File: src/rtl/cfg_loader_pkg.sv
// ---------------------------------------------------------------------------
// cfg_loader_pkg
// Shared types for the FPGA configuration loader: sequencer state encoding,
// error codes reported on err_code, and a small state classification helper.
// ---------------------------------------------------------------------------
package cfg_loader_pkg;

    typedef enum logic [2:0] {
        IDLE    = 3'd0,
        NCFG    = 3'd1,
        RELEASE = 3'd2,
        SHIFT   = 3'd3,
        TRAILER = 3'd4,
        DONE    = 3'd5,
        ERROR   = 3'd6
    } state_t;

    localparam logic [1:0] ERR_NONE       = 2'd0;
    localparam logic [1:0] ERR_NSTATUS_TO = 2'd1;
    localparam logic [1:0] ERR_CRC        = 2'd2;
    localparam logic [1:0] ERR_ABORT      = 2'd3;

    // States in which a configuration sequence is in progress (busy=1, abortable)
    function automatic logic is_busy_state(input state_t st);
        case (st)
            NCFG, RELEASE, SHIFT, TRAILER: return 1'b1;
            default:                       return 1'b0;
        endcase
    endfunction

endpackage

File: src/rtl/cfg_loader_sync2.sv
// ---------------------------------------------------------------------------
// cfg_loader_sync2
// Two-flop synchroniser for an asynchronous level input.
//   clock   in  system clock
//   reset_n in  async active-low reset (both flops load RST_VAL)
//   d       in  asynchronous input
//   q       out synchronised output, 2 cycles latency
// ---------------------------------------------------------------------------
module cfg_loader_sync2 #(
    parameter logic RST_VAL = 1'b0
) (
    input  logic clock,
    input  logic reset_n,
    input  logic d,
    output logic q
);

    logic meta_r;
    logic sync_r;

    // Metastability filter chain
    always_ff @(posedge clock or negedge reset_n) begin
        if (!reset_n) begin
            meta_r <= RST_VAL;
            sync_r <= RST_VAL;
        end else begin
            meta_r <= d;
            sync_r <= meta_r;
        end
    end

    assign q = sync_r;

endmodule

File: src/rtl/cfg_loader.sv
// ---------------------------------------------------------------------------
// cfg_loader
// Configuration loader for an Intel/Altera-style slave in passive serial
// (BUS_W=1) or fast passive parallel (BUS_W=8/16/32) mode. Pulses nCONFIG,
// waits for the nSTATUS handshake, streams host words through a one-word skid
// buffer onto data/dclk and finishes with EXTRA_DCLK trailing clocks.
//   clock, reset_n        system clock, async active-low reset
//   n_config   out        target nCONFIG
//   n_status   in         target nSTATUS (async)
//   conf_done  in         target CONF_DONE (async)
//   dclk, data out        configuration clock and data (LSB beat first)
//   msel       out        mode select constant
//   word, word_valid, word_ready   host word stream (valid/ready)
//   start, abort in       begin / cancel a sequence
//   busy, done, error, err_code out status (done/error/err_code sticky)
// ---------------------------------------------------------------------------
module cfg_loader
    import cfg_loader_pkg::*;
#(
    parameter int         DW         = 64,
    parameter int         BUS_W      = 1,
    parameter int         CLK_DIV    = 5,
    parameter int         NCFG_LOW   = 50,
    parameter int         TIMEOUT    = 100000,
    parameter int         EXTRA_DCLK = 2,
    parameter logic [3:0] MSEL       = 4'b0000
) (
    input  logic             clock,
    input  logic             reset_n,
    output logic             n_config,
    input  logic             n_status,
    input  logic             conf_done,
    output logic             dclk,
    output logic [BUS_W-1:0] data,
    output logic [3:0]       msel,
    input  logic [DW-1:0]    word,
    input  logic             word_valid,
    output logic             word_ready,
    input  logic             start,
    input  logic             abort,
    output logic             busy,
    output logic             done,
    output logic             error,
    output logic [1:0]       err_code
);

    localparam int BEATS   = DW / BUS_W;
    localparam int BEAT_W  = $clog2(BEATS + 1);
    localparam int DIV_W   = $clog2(CLK_DIV + 1);
    localparam int CNT_MAX = (TIMEOUT > NCFG_LOW) ? TIMEOUT : NCFG_LOW;
    localparam int CNT_W   = $clog2(CNT_MAX + 1);
    localparam int TRL_W   = $clog2(EXTRA_DCLK + 2);

    localparam logic [BEAT_W-1:0] BEATS_V   = BEAT_W'(BEATS);
    localparam logic [DIV_W-1:0]  DIV_LAST  = DIV_W'(CLK_DIV - 1);
    localparam logic [CNT_W-1:0]  TO_LAST   = CNT_W'(TIMEOUT - 1);
    localparam logic [CNT_W-1:0]  NCFG_LAST = CNT_W'((NCFG_LOW > 0) ? NCFG_LOW - 1 : 0);
    localparam logic [CNT_W-1:0]  CNT_SAT   = CNT_W'(CNT_MAX);
    localparam logic [TRL_W-1:0]  TRL_LAST  = TRL_W'((EXTRA_DCLK > 0) ? EXTRA_DCLK - 1 : 0);

    state_t             state_r;
    logic [CNT_W-1:0]   cnt_r;
    logic [DIV_W-1:0]   div_r;
    logic [BEAT_W-1:0]  beat_r;     // beats still to be clocked out of shreg_r
    logic [TRL_W-1:0]   trl_r;
    logic [DW-1:0]      shreg_r;
    logic [DW-1:0]      buf_r;
    logic               buf_full_r;
    logic               n_config_r;
    logic               dclk_r;
    logic [BUS_W-1:0]   data_r;
    logic               busy_r;
    logic               done_r;
    logic               error_r;
    logic [1:0]         err_code_r;

    logic               ns_sync_s;
    logic               cd_sync_s;
    logic               rise_s;
    logic               fall_s;
    logic               last_fall_s;
    logic               load_s;
    logic               ready_s;
    logic               xfer_s;
    logic               err_evt_s;
    logic [1:0]         err_sel_s;
    logic [DW-1:0]      shreg_shift_s;

    cfg_loader_sync2 #(.RST_VAL(1'b1)) u_sync_ns (
        .clock   (clock),
        .reset_n (reset_n),
        .d       (n_status),
        .q       (ns_sync_s)
    );

    cfg_loader_sync2 #(.RST_VAL(1'b0)) u_sync_cd (
        .clock   (clock),
        .reset_n (reset_n),
        .d       (conf_done),
        .q       (cd_sync_s)
    );

    // Decode DCLK edges, buffer hand-off and error events from registered state
    always_comb begin
        rise_s        = 1'b0;
        fall_s        = 1'b0;
        last_fall_s   = 1'b0;
        load_s        = 1'b0;
        ready_s       = 1'b0;
        err_evt_s     = 1'b0;
        err_sel_s     = ERR_NONE;
        shreg_shift_s = shreg_r >> BUS_W;
        if (state_r == SHIFT) begin
            // A low phase only runs while there is a beat to present; an empty
            // shreg parks dclk low (starvation) without advancing the divider.
            rise_s      = !dclk_r && (beat_r != BEAT_W'(0)) && (div_r == DIV_LAST);
            fall_s      = dclk_r && (div_r == DIV_LAST);
            last_fall_s = fall_s && (beat_r == BEAT_W'(1));
            // Reloading on the last falling edge keeps dclk gap-free across words.
            load_s      = buf_full_r && (((beat_r == BEAT_W'(0)) && !dclk_r) || last_fall_s);
            ready_s     = !buf_full_r || load_s;
        end else begin
            ready_s     = 1'b0;
        end
        if (is_busy_state(state_r) && abort) begin
            err_evt_s = 1'b1;
            err_sel_s = ERR_ABORT;
        end else if ((state_r == NCFG) && ns_sync_s && (cnt_r >= TO_LAST)) begin
            err_evt_s = 1'b1;
            err_sel_s = ERR_NSTATUS_TO;
        end else if ((state_r == RELEASE) && !ns_sync_s && (cnt_r >= TO_LAST)) begin
            err_evt_s = 1'b1;
            err_sel_s = ERR_NSTATUS_TO;
        end else if ((state_r == SHIFT) && !ns_sync_s) begin
            err_evt_s = 1'b1;
            err_sel_s = ERR_CRC;
        end else begin
            err_evt_s = 1'b0;
            err_sel_s = ERR_NONE;
        end
        xfer_s = word_valid && ready_s;
    end

    // Sequencer: state, target pin drivers, skid buffer, shifter and counters
    always_ff @(posedge clock or negedge reset_n) begin
        if (!reset_n) begin
            state_r    <= IDLE;
            cnt_r      <= '0;
            div_r      <= '0;
            beat_r     <= '0;
            trl_r      <= '0;
            shreg_r    <= '0;
            buf_r      <= '0;
            buf_full_r <= 1'b0;
            n_config_r <= 1'b1;
            dclk_r     <= 1'b0;
            data_r     <= '0;
            busy_r     <= 1'b0;
            done_r     <= 1'b0;
            error_r    <= 1'b0;
            err_code_r <= ERR_NONE;
        end else begin
            if (xfer_s) begin
                buf_r      <= word;
                buf_full_r <= 1'b1;
            end else if (load_s) begin
                buf_full_r <= 1'b0;
            end

            if (err_evt_s) begin
                state_r    <= ERROR;
                error_r    <= 1'b1;
                err_code_r <= err_sel_s;
                busy_r     <= 1'b0;
                n_config_r <= 1'b1;
                dclk_r     <= 1'b0;
                data_r     <= '0;
                beat_r     <= '0;
                buf_full_r <= 1'b0;
            end else begin
                case (state_r)
                    IDLE, DONE, ERROR: begin
                        if (start) begin
                            state_r    <= NCFG;
                            n_config_r <= 1'b0;
                            busy_r     <= 1'b1;
                            done_r     <= 1'b0;
                            error_r    <= 1'b0;
                            err_code_r <= ERR_NONE;
                            cnt_r      <= '0;
                            div_r      <= '0;
                            beat_r     <= '0;
                            dclk_r     <= 1'b0;
                            data_r     <= '0;
                            buf_full_r <= 1'b0;
                        end
                    end
                    NCFG: begin
                        if ((cnt_r >= NCFG_LAST) && !ns_sync_s) begin
                            state_r    <= RELEASE;
                            n_config_r <= 1'b1;
                            cnt_r      <= '0;
                        end else begin
                            cnt_r <= (cnt_r == CNT_SAT) ? cnt_r : cnt_r + CNT_W'(1);
                        end
                    end
                    RELEASE: begin
                        if (ns_sync_s) begin
                            state_r <= SHIFT;
                            div_r   <= '0;
                            beat_r  <= '0;
                        end else begin
                            cnt_r <= (cnt_r == CNT_SAT) ? cnt_r : cnt_r + CNT_W'(1);
                        end
                    end
                    SHIFT: begin
                        // CONF_DONE seen during a high phase lets that phase finish.
                        if (cd_sync_s && (!dclk_r || fall_s)) begin
                            state_r    <= (EXTRA_DCLK == 0) ? DONE : TRAILER;
                            done_r     <= (EXTRA_DCLK == 0);
                            busy_r     <= (EXTRA_DCLK != 0);
                            dclk_r     <= 1'b0;
                            div_r      <= '0;
                            trl_r      <= '0;
                            data_r     <= '0;
                            beat_r     <= '0;
                            buf_full_r <= 1'b0;
                        end else if (load_s) begin
                            shreg_r <= buf_r;
                            beat_r  <= BEATS_V;
                            data_r  <= buf_r[BUS_W-1:0];
                            dclk_r  <= 1'b0;
                            div_r   <= '0;
                        end else if (fall_s) begin
                            shreg_r <= shreg_shift_s;
                            beat_r  <= beat_r - BEAT_W'(1);
                            data_r  <= shreg_shift_s[BUS_W-1:0];
                            dclk_r  <= 1'b0;
                            div_r   <= '0;
                        end else if (rise_s) begin
                            dclk_r <= 1'b1;
                            div_r  <= '0;
                        end else if (dclk_r || (beat_r != BEAT_W'(0))) begin
                            div_r <= div_r + DIV_W'(1);
                        end else begin
                            div_r <= '0;
                        end
                    end
                    TRAILER: begin
                        if (div_r != DIV_LAST) begin
                            div_r <= div_r + DIV_W'(1);
                        end else if (!dclk_r) begin
                            dclk_r <= 1'b1;
                            div_r  <= '0;
                        end else begin
                            dclk_r <= 1'b0;
                            div_r  <= '0;
                            if (trl_r == TRL_LAST) begin
                                state_r <= DONE;
                                done_r  <= 1'b1;
                                busy_r  <= 1'b0;
                            end else begin
                                trl_r <= trl_r + TRL_W'(1);
                            end
                        end
                    end
                    default: begin
                        state_r    <= IDLE;
                        busy_r     <= 1'b0;
                        n_config_r <= 1'b1;
                        dclk_r     <= 1'b0;
                    end
                endcase
            end
        end
    end

    assign n_config   = n_config_r;
    assign dclk       = dclk_r;
    assign data       = data_r;
    assign msel       = MSEL;
    assign word_ready = ready_s;
    assign busy       = busy_r;
    assign done       = done_r;
    assign error      = error_r;
    assign err_code   = err_code_r;

endmodule

File: config.mk
export PLATFORM = sky130hd
export DESIGN_NAME = cfg_loader
export DESIGN_NICKNAME = d
export VERILOG_FILES = /design/src/rtl/cfg_loader_pkg.sv /design/src/rtl/cfg_loader_sync2.sv /design/src/rtl/cfg_loader.sv
export SDC_FILE = /design/constraint.sdc
export NUM_CORES = 1
export LEC_CHECK = 0
export ABC_AREA = 1
export BUFFER_PORTS_ARGS = -buffer_cell sky130_fd_sc_hd__buf_2
export CELL_PAD_IN_SITES_DETAIL_PLACEMENT = 1
export CELL_PAD_IN_SITES_GLOBAL_PLACEMENT = 1
export CORE_MARGIN = 2
export CORE_UTILIZATION = 35
export DETAILED_ROUTE_END_ITERATION = 12
export PLACE_DENSITY = 0.66
export SYNTH_ARGS = -nofsm -noshare
export SYNTH_HDL_FRONTEND = slang
export SYNTH_SLANG_ARGS = --single-unit
File: constraint.sdc
create_clock -name clock -period 5.25 [get_ports clock]
set_input_delay 1.575 -clock clock [delete_from_list [all_inputs] [get_ports clock]]
set_output_delay 1.575 -clock clock [all_outputs]
set_load 0.05 [all_outputs]
==> flow_metrics.tcl <==
set metrics [dict create \
    die_w_um 165 \
    drt-total-wl_um 23200 \
    crit_fanout 16 \
    vias 7705 \
    slew_violations 0 \
    track_usage 0.179 \
    grt_overflow 0 \
    placed_cell_area_mm2 0.00964 \
    post-route-cell-area_mm2 0.0102 \
    cts_buffer_depth 2 \
    final_cell_count_no_fill 1581 \
    cp_data_required_time_ps 3680 \
    dpl_worst_slack_ps 2090 \
    cts_root_buffer "clkbuf_16" \
    via_per_inst 4.87 \
    post_cts_resized 0 \
    crit_path_end_kind "output port" \
    reg2reg_depth 13 \
    ys_types 41 \
    period_minus_slack_ps 3580 \
    clock.fmax_mhz 279 \
    outcome "finished clean" \
    setup_slack_ps 1670 \
    cts_hold_buf 0 \
    core-area_mm2 0.0253 \
    fin_crit_sh 0.683 \
    route.detailed.drc 0 \
    placed_cells 1549 \
    irDropWorstVdd_mv 0.321 \
    fillers 3148 \
    critPathCapture "word_ready" \
    max-cap-violations 0 \
    r2r-end "shreg_r[49]$_DFFE_PN0P_" \
    clk_pin_slew_ps 70 \
    layout_commonest_cell "nand2_1" \
    p_total_w 0.00497 \
    fin_tns_setup_ps 0 \
    reg2reg_slack_ps 2170 \
    drt_iter0_markers 393 \
    crit_start "state_r[0]$_DFFE_PN0P_" \
    grt_pass1_wl_um 39000 \
    antenna_found_initial 0 \
    finalHoldViolCount 0 \
    h-tree-depth 4 \
    ant_nets 0 \
    worstHoldPathType "reg2reg" \
    cts_buffers 17 \
    cts_setup_buffers 0 \
    avgSynthCellArea_um2 7.60 \
    syn2layout_area_growth_pct 12.4 \
    start_kind "register" \
    final_nets 1319 \
    wl_per_cell_um 14.7 \
    yosysSeqAreaShare 0.474 \
    final_layout_size_suffix_gt1_frac 0.137 \
    async_flop_share 1.00 \
    synthFlopType "dfrtp_1" \
    place.gp.congestion 0.812 \
    relSlewSlack 0.414 \
    clk_latency_ps 440 \
    cts_tree "yes" \
    ios 84 \
    place.port_buffers 79 \
    rsz0062_at_grt "false" \
    tightest_slew_ps 878 \
    clock-sinks 172 \
    grt_max_degree 125 \
    synth-edff-count 0 \
    fin_worst_skew_ps 13.1 \
    powerDensity_mw_per_mm2 487 \
    p_leak_nw 5.08 \
    crit_type "reg2out" \
    initial_core_util 0.359 \
    final_cell_mix "400 x nand2_1, 169 x dfrtp_1, 117 x nand3_1, 109 x inv_1, 90 x o21ai_0" \
    synth_warnings 0 \
    rows 58 \
    dieArea_mm2 0.0273 \
    syn_area_mm2 0.00908 \
    synthCells 1196 \
    worstReg2RegStart "beat_r[0]$_DFFE_PN0P_" \
    die-height_um 165 \
    dp.final_hpwl_um 15200 \
    cp_data_arrival_time_ps 2010 \
    grt_pass1_vias 7691 \
    first_pass_iters 4 \
    setup_viol 0 \
    synth_seq_cells 172 \
    diodes 0 \
]
[synthesized netlist by cell type (3+ instances only)]
library cell | count | area [um^2]
a21oi_1 | 5 | 25.0
ha_1 | 9 | 113
dfstp_2 | 3 | 78.8
inv_1 | 110 | 413
buf_4 | 6 | 45.0
buf_1 | 4 | 15.0
buf_2 | 17 | 85.1
nor3_1 | 10 | 50.1
nand2_1 | 401 | 1510
nand4_1 | 20 | 125
nand3_1 | 117 | 586
nor2_4 | 4 | 45.0
clkbuf_1 | 33 | 124
o21ai_0 | 90 | 450
inv_2 | 12 | 45.0
nand3b_1 | 12 | 90.1
nand2_2 | 12 | 75.1
xor2_1 | 15 | 131
buf_6 | 6 | 67.6
nor2_1 | 55 | 206
nor2_2 | 3 | 18.8
dfrtp_1 | 169 | 4230
o21ai_1 | 55 | 275
o21ai_2 | 7 | 61.3
[critical path, stage by stage, from the launching register on]
cell     delay, ps
dfrtp_1        560
inv_2           80
nor2_4         380
nand2_1        160
inv_2          120
buf_2          270
[state kept, by name, indices dropped and copies added (netlist names)]
| register | flops |
|---|---|
| cnt_r | 17 |
| u_sync_cd.meta_r | 1 |
| u_sync_ns.q | 1 |
| data | 1 |
| trl_r | 2 |
| u_sync_ns.meta_r | 1 |
| beat_r | 7 |
| done | 1 |
| buf_r | 64 |
| dclk | 1 |
| err_code | 2 |
| buf_full_r | 1 |
| error | 1 |
| state_r | 3 |
| n_config | 1 |
| div_r | 3 |
| u_sync_cd.q | 1 |
| busy | 1 |
| shreg_r | 63 |
[final cells by class]
class / instances / area (um^2) / share of cell area
Clock buffer: 18 / 429 / 0.0420
Clock inverter: 14 / 148 / 0.0145
Inverter: 123 / 465 / 0.0456
Multi-Input combinational cell: 837 / 3980 / 0.389
Sequential cell: 172 / 4310 / 0.422
Tap cell: 330 / 413 / 0.0404
Timing Repair Buffer: 87 / 474 / 0.0464
[layer usage]
layer  wire [um]  global-route usage  vias up
li1            -                   -     3888
met1       11700               0.252     3707
met2       10700               0.291      100
met3         661              0.0277       10
met4         174              0.0419        0
met5           0                   0        -
[power breakdown]
group	total, W	leakage [nW]	switching (W)	internal, W
clock network	0.00126	0.277	0.000623	0.000636
logic	0.00181	2.84	0.00127	0.000542
registers	0.00190	1.96	0.000216	0.00168
total	0.00497	5.08	0.00211	0.00286
[stage by stage]
stage,utilization,hold slack (ps)
floorplan,-,331
global placement,0.380,335
detailed placement,0.380,340
CTS,0.403,357
global route,0.403,366
finish,0.403,352
[cell families after synthesis]
group                      Yosys count  share of synthesized area
and+or+nand+nor                    643                      0.309
buffers and inverters              190                     0.0898
AOI/OAI and AO/OA                  163                     0.0954
other                                1                   0.000413
xor gates and xnor gates            17                     0.0164
DFF                                172                      0.474
adders and majority gates           10                     0.0146
[worst min path at each step]
stage	start	endpoint	depth (start not counted)
floorplan	u_sync_cd.meta_r$_DFF_PN0_	u_sync_cd.q$_DFF_PN0_	0
global placement	u_sync_cd.meta_r$_DFF_PN0_	u_sync_cd.q$_DFF_PN0_	0
detailed placement	u_sync_cd.meta_r$_DFF_PN0_	u_sync_cd.q$_DFF_PN0_	0
CTS	u_sync_cd.meta_r$_DFF_PN0_	u_sync_cd.q$_DFF_PN0_	0
global route	u_sync_ns.meta_r$_DFF_PN1_	u_sync_ns.q$_DFF_PN1_	0
finish	u_sync_cd.meta_r$_DFF_PN0_	u_sync_cd.q$_DFF_PN0_	0
(Power assumes the default switching activity.)
